==> src/rtl/pc_lut_writer.sv <==
// Purpose : writable 16-entry branch-target table with a combinational lookup port for fetch.
// Latency : single write visible on target 1 cycle after handshake; N-beat burst = N+1 cycles + 1 DONE cycle.
// Backpres: wr_ready low while load_start is pulsed in IDLE and throughout DONE; wr_data held while stalled.
// Option  : define PC_LUT_RELATIVE_EN to treat entries as signed PC-relative offsets (target = pc + entry).
module pc_lut_writer #(
    parameter int D     = 10,
    parameter int DEPTH = 16
) (
    input  logic         clk,
    input  logic         rst_n,
    input  logic         wr_valid,
    output logic         wr_ready,
    input  logic [3:0]   wr_addr,
    input  logic [D-1:0] wr_data,
    input  logic         load_start,
    input  logic [3:0]   load_base,
    input  logic [4:0]   load_len,
    output logic         load_done,
    output logic         busy,
    input  logic         clear,
    input  logic [3:0]   rd_addr,
    input  logic [D-1:0] pc,
    output logic [D-1:0] target,
    output logic         target_valid
);

    typedef enum logic [1:0] {
        S_IDLE = 2'd0,
        S_LOAD = 2'd1,
        S_DONE = 2'd2
    } state_t;

    state_t             state_q, state_d;
    logic [3:0]         ptr_q, ptr_d;
    logic [4:0]         count_q, count_d;
    logic [D-1:0]       data_q [DEPTH];
    logic [DEPTH-1:0]   valid_q, valid_d;

    logic               wr_en;
    logic [3:0]         wr_idx;
    logic [4:0]         len_eff;

    // Lengths beyond the table size would rewrite entries; cap at one full pass.
    assign len_eff = (load_len > 5'd16) ? 5'd16 : load_len;

    // A beat lands on the handshake; bursts address through ptr, singles through wr_addr.
    assign wr_en  = wr_valid && wr_ready;
    assign wr_idx = (state_q == S_LOAD) ? ptr_q : wr_addr;

    // State register and burst bookkeeping.
    always_ff @(posedge clk or negedge rst_n) begin
        if (!rst_n) begin
            state_q <= S_IDLE;
            ptr_q   <= 4'd0;
            count_q <= 5'd0;
        end else begin
            state_q <= state_d;
            ptr_q   <= ptr_d;
            count_q <= count_d;
        end
    end

    // Next-state logic: start a burst, count beats down, pulse DONE for one cycle.
    always_comb begin
        state_d = state_q;
        unique case (state_q)
            S_IDLE: begin
                if (load_start) begin
                    state_d = (len_eff == 5'd0) ? S_DONE : S_LOAD;
                end
            end
            S_LOAD: begin
                if (wr_en && (count_q == 5'd1)) begin
                    state_d = S_DONE;
                end
            end
            S_DONE:  state_d = S_IDLE;
            default: state_d = S_IDLE;
        endcase
    end

    // Output decode: load_start in IDLE steals the cycle so a same-cycle beat is refused.
    always_comb begin
        wr_ready  = ((state_q == S_IDLE) && !load_start) || (state_q == S_LOAD);
        load_done = (state_q == S_DONE);
        busy      = (state_q == S_LOAD) || (state_q == S_DONE);
    end

    // Burst pointer wraps naturally at 4 bits; count tracks remaining beats.
    always_comb begin
        ptr_d   = ptr_q;
        count_d = count_q;
        if ((state_q == S_IDLE) && load_start && (len_eff != 5'd0)) begin
            ptr_d   = load_base;
            count_d = len_eff;
        end else if ((state_q == S_LOAD) && wr_en) begin
            ptr_d   = ptr_q + 4'd1;
            count_d = count_q - 5'd1;
        end
    end

    // Valid bits: clear only acts in IDLE, and a same-cycle write wins for its own entry.
    always_comb begin
        valid_d = valid_q;
        if ((state_q == S_IDLE) && clear) begin
            valid_d = '0;
        end
        if (wr_en) begin
            valid_d[wr_idx] = 1'b1;
        end
    end

    // Valid flag storage.
    always_ff @(posedge clk or negedge rst_n) begin
        if (!rst_n) begin
            valid_q <= '0;
        end else begin
            valid_q <= valid_d;
        end
    end

    // Target storage; clear leaves data in place, only the valid bits drop.
    always_ff @(posedge clk or negedge rst_n) begin
        if (!rst_n) begin
            for (int i = 0; i < DEPTH; i++) begin
                data_q[i] <= '0;
            end
        end else if (wr_en) begin
            data_q[wr_idx] <= wr_data;
        end
    end

    // Lookup reads the registered table only, so a write shows up the cycle after it lands.
`ifdef PC_LUT_RELATIVE_EN
    always_comb begin
        target       = pc + data_q[rd_addr];
        target_valid = valid_q[rd_addr];
    end
`else
    logic unused_pc;
    assign unused_pc = ^pc;

    always_comb begin
        target       = data_q[rd_addr];
        target_valid = valid_q[rd_addr];
    end
`endif

endmodule

==> config.mk <==
export PLATFORM = sky130hd
export DESIGN_NAME = pc_lut_writer
export DESIGN_NICKNAME = d
export VERILOG_FILES = /design/src/rtl/pc_lut_writer.sv
export SDC_FILE = /design/constraint.sdc
export NUM_CORES = 1
export LEC_CHECK = 0
export ABC_AREA = 1
export CAP_MARGIN = 20
export CORE_ASPECT_RATIO = 0.6
export CORE_MARGIN = 5
export CORE_UTILIZATION = 30
export DETAILED_ROUTE_END_ITERATION = 6
export GPL_TIMING_DRIVEN = 0
export SLEW_MARGIN = 20
export SYNTH_ARGS = -nofsm -noshare
export SYNTH_HDL_FRONTEND = slang
export SYNTH_SLANG_ARGS = --single-unit
==> constraint.sdc <==
create_clock -name clk -period 2.8 [get_ports clk]
set_input_delay 0.56 -clock clk [delete_from_list [all_inputs] [get_ports clk]]
set_output_delay 0.56 -clock clk [all_outputs]
set_load 0.005 [all_outputs]
==> out/metrics.csv <==
stage,metric,value,unit
clock_tree,numCtsBuffers,17,
drt,drtIter0Drc,1274,
finish,seq_area,4680,µm²
placed_design,post-place-ws,-349,ps
critical_path,crit_chain,clkbuf_4 > buf_4 > buf_4 > nand2_1 > nand3_1 > nand3_1 > nand3_1 > nand2_1 > clkdlybuf4s50_1,
critical_path,crit_path_max_fanout,10,
critical_path,critPathMaxStageDelay,520,ps
synthesis,synthAdderAreaFrac,0.748,%
clock_tree,ctsHtreeMaxLevel,4,
synthesis,synth_top_area_share,46.6,%
sta,fin_crit_sh,98.8,%
sta,fmax,362,MHz
synthesis,netlist_top_cells_count,"nand2_1 (645), nand3_1 (311), dfrtp_1 (187), inv_1 (156)",
power_and_ir_drop,power-per-cell-area,940,nW/µm²
power_and_ir_drop,p_leak,0.00641,µW
sta,period_minus_slack,2770,ps
sta,tightestPinTransition,1090,ps
finish,drive_above_1_share,9.00,%
min_path,hp-class,reg2reg,
sta,setup_tns,0,ps
placed_design,dp_hpwl,27.7,mm
synthesis,synth.area.top_cells,"dfrtp_1 (47%), nand2_1 (24%), nand3_1 (16%)",
power_and_ir_drop,max-vdd-ir-drop,0.492,mV
critical_path,critPathBufInv,4,
clock_tree,clockBufferDepth,2,
synthesis,syn_nets,1503,
drt,drc,0,
drt,final_antenna_net_count,0,
outcome,status,"finished, final reports clean",
synthesis,yosysSeqAreaShare,46.6,%
run,drv_cap,0,
floorplanning,coreArea,32700,µm²
sta,hold_viol,0,
critical_path,worstPathArrival,2210,ps
grt,grtUsageTotal,20.8,%
placed_design,dp.cells,1940,
synthesis,syn_area,10000,µm²
floorplanning,die_x,246,µm
clock_tree,clk_latency,450,ps
sta,skew,9.01,ps
drt,dr.pass1.iters,6,
synthesis,ys_ff_latch,187,
finish,finalInstanceArea,11800,µm²
finish,stdcell_count,1973,
critical_path,cp-start-kind,primary input,
floorplanning,dieHeight,152,µm
floorplanning,rows,51,
drt,wl,37.9,mm
synthesis,yosys_warnings,0,
sta,setup_viol,0,
synthesis,synth-edff-count,0,
synthesis,synth_compound_area_share,0.598,%
synthesis,synthSimpleGateAreaFrac,41.2,%
grt,first_global_vias,9004,
synthesis,synth.mux.area_fraction,0,%
placed_design,gp_congestion,0.952,
finish,area_delta_synth_final,17.4,%
synthesis,yosys.cell_types.count,22,
finish,multi_input_area,4360,µm²
synthesis,postSynthCellCount,1455,
synthesis,synth_xor_area_share,0.262,%
synthesis,avgSynthCellArea,6.90,µm²
placed_design,port_buffers,33,
drt,vias,9707,
finish,insertedDiodeCount,0,
finish,fill_cells,3491,
drt,viasPerCell,4.92,
clock_tree,clockRootBuffer,clkbuf_16,
sta,setup_slack,34.9,ps
sta,relSlewSlack,27.0,%
critical_path,required,2240,ps
floorplanning,ioPinCount,56,
synthesis,synthFlopType,dfrtp_1,
synthesis,synthArstFlopShare,100,%
drt,wire_per_inst,19.2,µm
synthesis,synth_top_family_by_area,simple AND/OR/NAND/NOR gates,
finish,final_core_util,36.0,%
floorplanning,dieArea,37300,µm²
synthesis,synth_top_cell_by_area,dfrtp_1,
synthesis,synth.most_common_cell,nand2_1,
critical_path,end_kind,primary output,
clock_tree,cts_sinks,187,
critical_path,crit_type,in2out,
critical_path,path_delay_family,buffers and inverters,
critical_path,cp_slowest_cell,clkdlybuf4s50_1,
clock_tree,cts.clk_slew.worst_paths,70,ps
placed_design,place_area,11000,µm²
finish,nets,1558,
sta,drv_slew,0,
floorplanning,start_util,30.7,%
clock_tree,tritoncts,yes,
grt,antenna_found_initial,0,
grt,overflow,0,
critical_path,path_common_cell,nand3_1,
grt,grt_max_degree,91,
grt,grt_pass1_wl,57.5,mm
==> power breakdown <==
group | total, µW | switching, µW | leakage (µW) | internal [µW]
clock | 2670 | 1150 | 0.000303 | 1520
combinational | 3920 | 2640 | 0.00366 | 1280
sequential | 4490 | 680 | 0.00245 | 3810
==> placed cells by master (no fill, tap or decap), types with 6 or more instances in the layout <==
cell type and n:
inv_1 156, clkbuf_4 6, buf_2 50, o21ai_0 9, clkbuf_1 30, clkdlybuf4s50_1 31, nand3_1 301, buf_4 8
nor2_4 6, clkbuf_2 7, nand2_1 644, nor2_1 12, nand3_2 9, ha_1 6, dfrtp_1 187, clkbuf_16 17
==> worst register-to-register path, delay by kind of cell (launching register included) <==
family                     cells  cell delay [ps]
buffers and inverters          3              570
DFF                            1              380
and+or+nand+nor                7              940
adders and majority gates      1              190
==> sequential cells by signal (all words and copies together) (netlist names) <==
| register | cells |
|---|---|
| valid_q | 16 |
| data_q | 160 |
| state_q | 2 |
| count_q | 5 |
| ptr_q | 4 |
==> logic make-up (layout without fill, tap and decap cells) <==
group	Yosys count	in the layout
AO/OA/AOI/OAI	12	12
XOR/XNOR	3	3
adder cells (fa/ha/maj)	6	6
buffers and inverters	266	334
flip-flops	187	187
AND/OR/NAND/NOR	981	981
==> per-layer routing <==
layer,up-vias,global-route usage (%),wire (µm),share of wire (%)
met5,-,0,0,0
met4,0,4.79,452,1.2
met3,27,6.92,4500,12
met2,449,26.6,14400,38
met1,4657,33.0,18500,49
li1,4574,-,-,-
==> final timing paths <==
kind	from	endpoint	slack (ps)	cells past startpoint
min	data_q[24]	data_q[24]	470	2
min reg2reg	data_q[24]	data_q[24]	470	2
max in group asynchronous	rst_n	data_q[33]	1100	4
max reg2reg	state_q[1]	data_q[47]	600	11
max	rd_addr[0]	target[4]	30	9
min in group asynchronous	rst_n	data_q[124]	580	2
==> metrics by stage <==
step / hold slack [ps] / total power [µW]
after floorplan: 264 / 6850
after global placement: 454 / 8180
after detailed placement: 458 / 8280
after CTS: 476 / 11000
after global routing: 491 / 11900
final: 473 / 11100
==> cell type report <==
type                       instances  share of cell area [%]
buffer                           105                    4.68
clock buffer                      18                    3.73
clock inverter                    14                    1.63
inverter                         161                    5.16
multi-input combinational       1002                    36.9
sequential                       187                    39.7
tap                              450                    4.78
timing repair buffer              36                    3.39
==> timing repair <==
| item | 4_1_cts | 5_1_grt |
|---|---|---|
| resized for setup | 40 | 36 |
| setup endpoints to repair | 11 | 11 |
| setup buffers | 0 | 0 |
| endpoints found under the hold margin | 12 | 0 |
| pin swaps | 0 | 0 |
| hold buffers | 1 | 0 |
(Power assumes the default switching activity.)
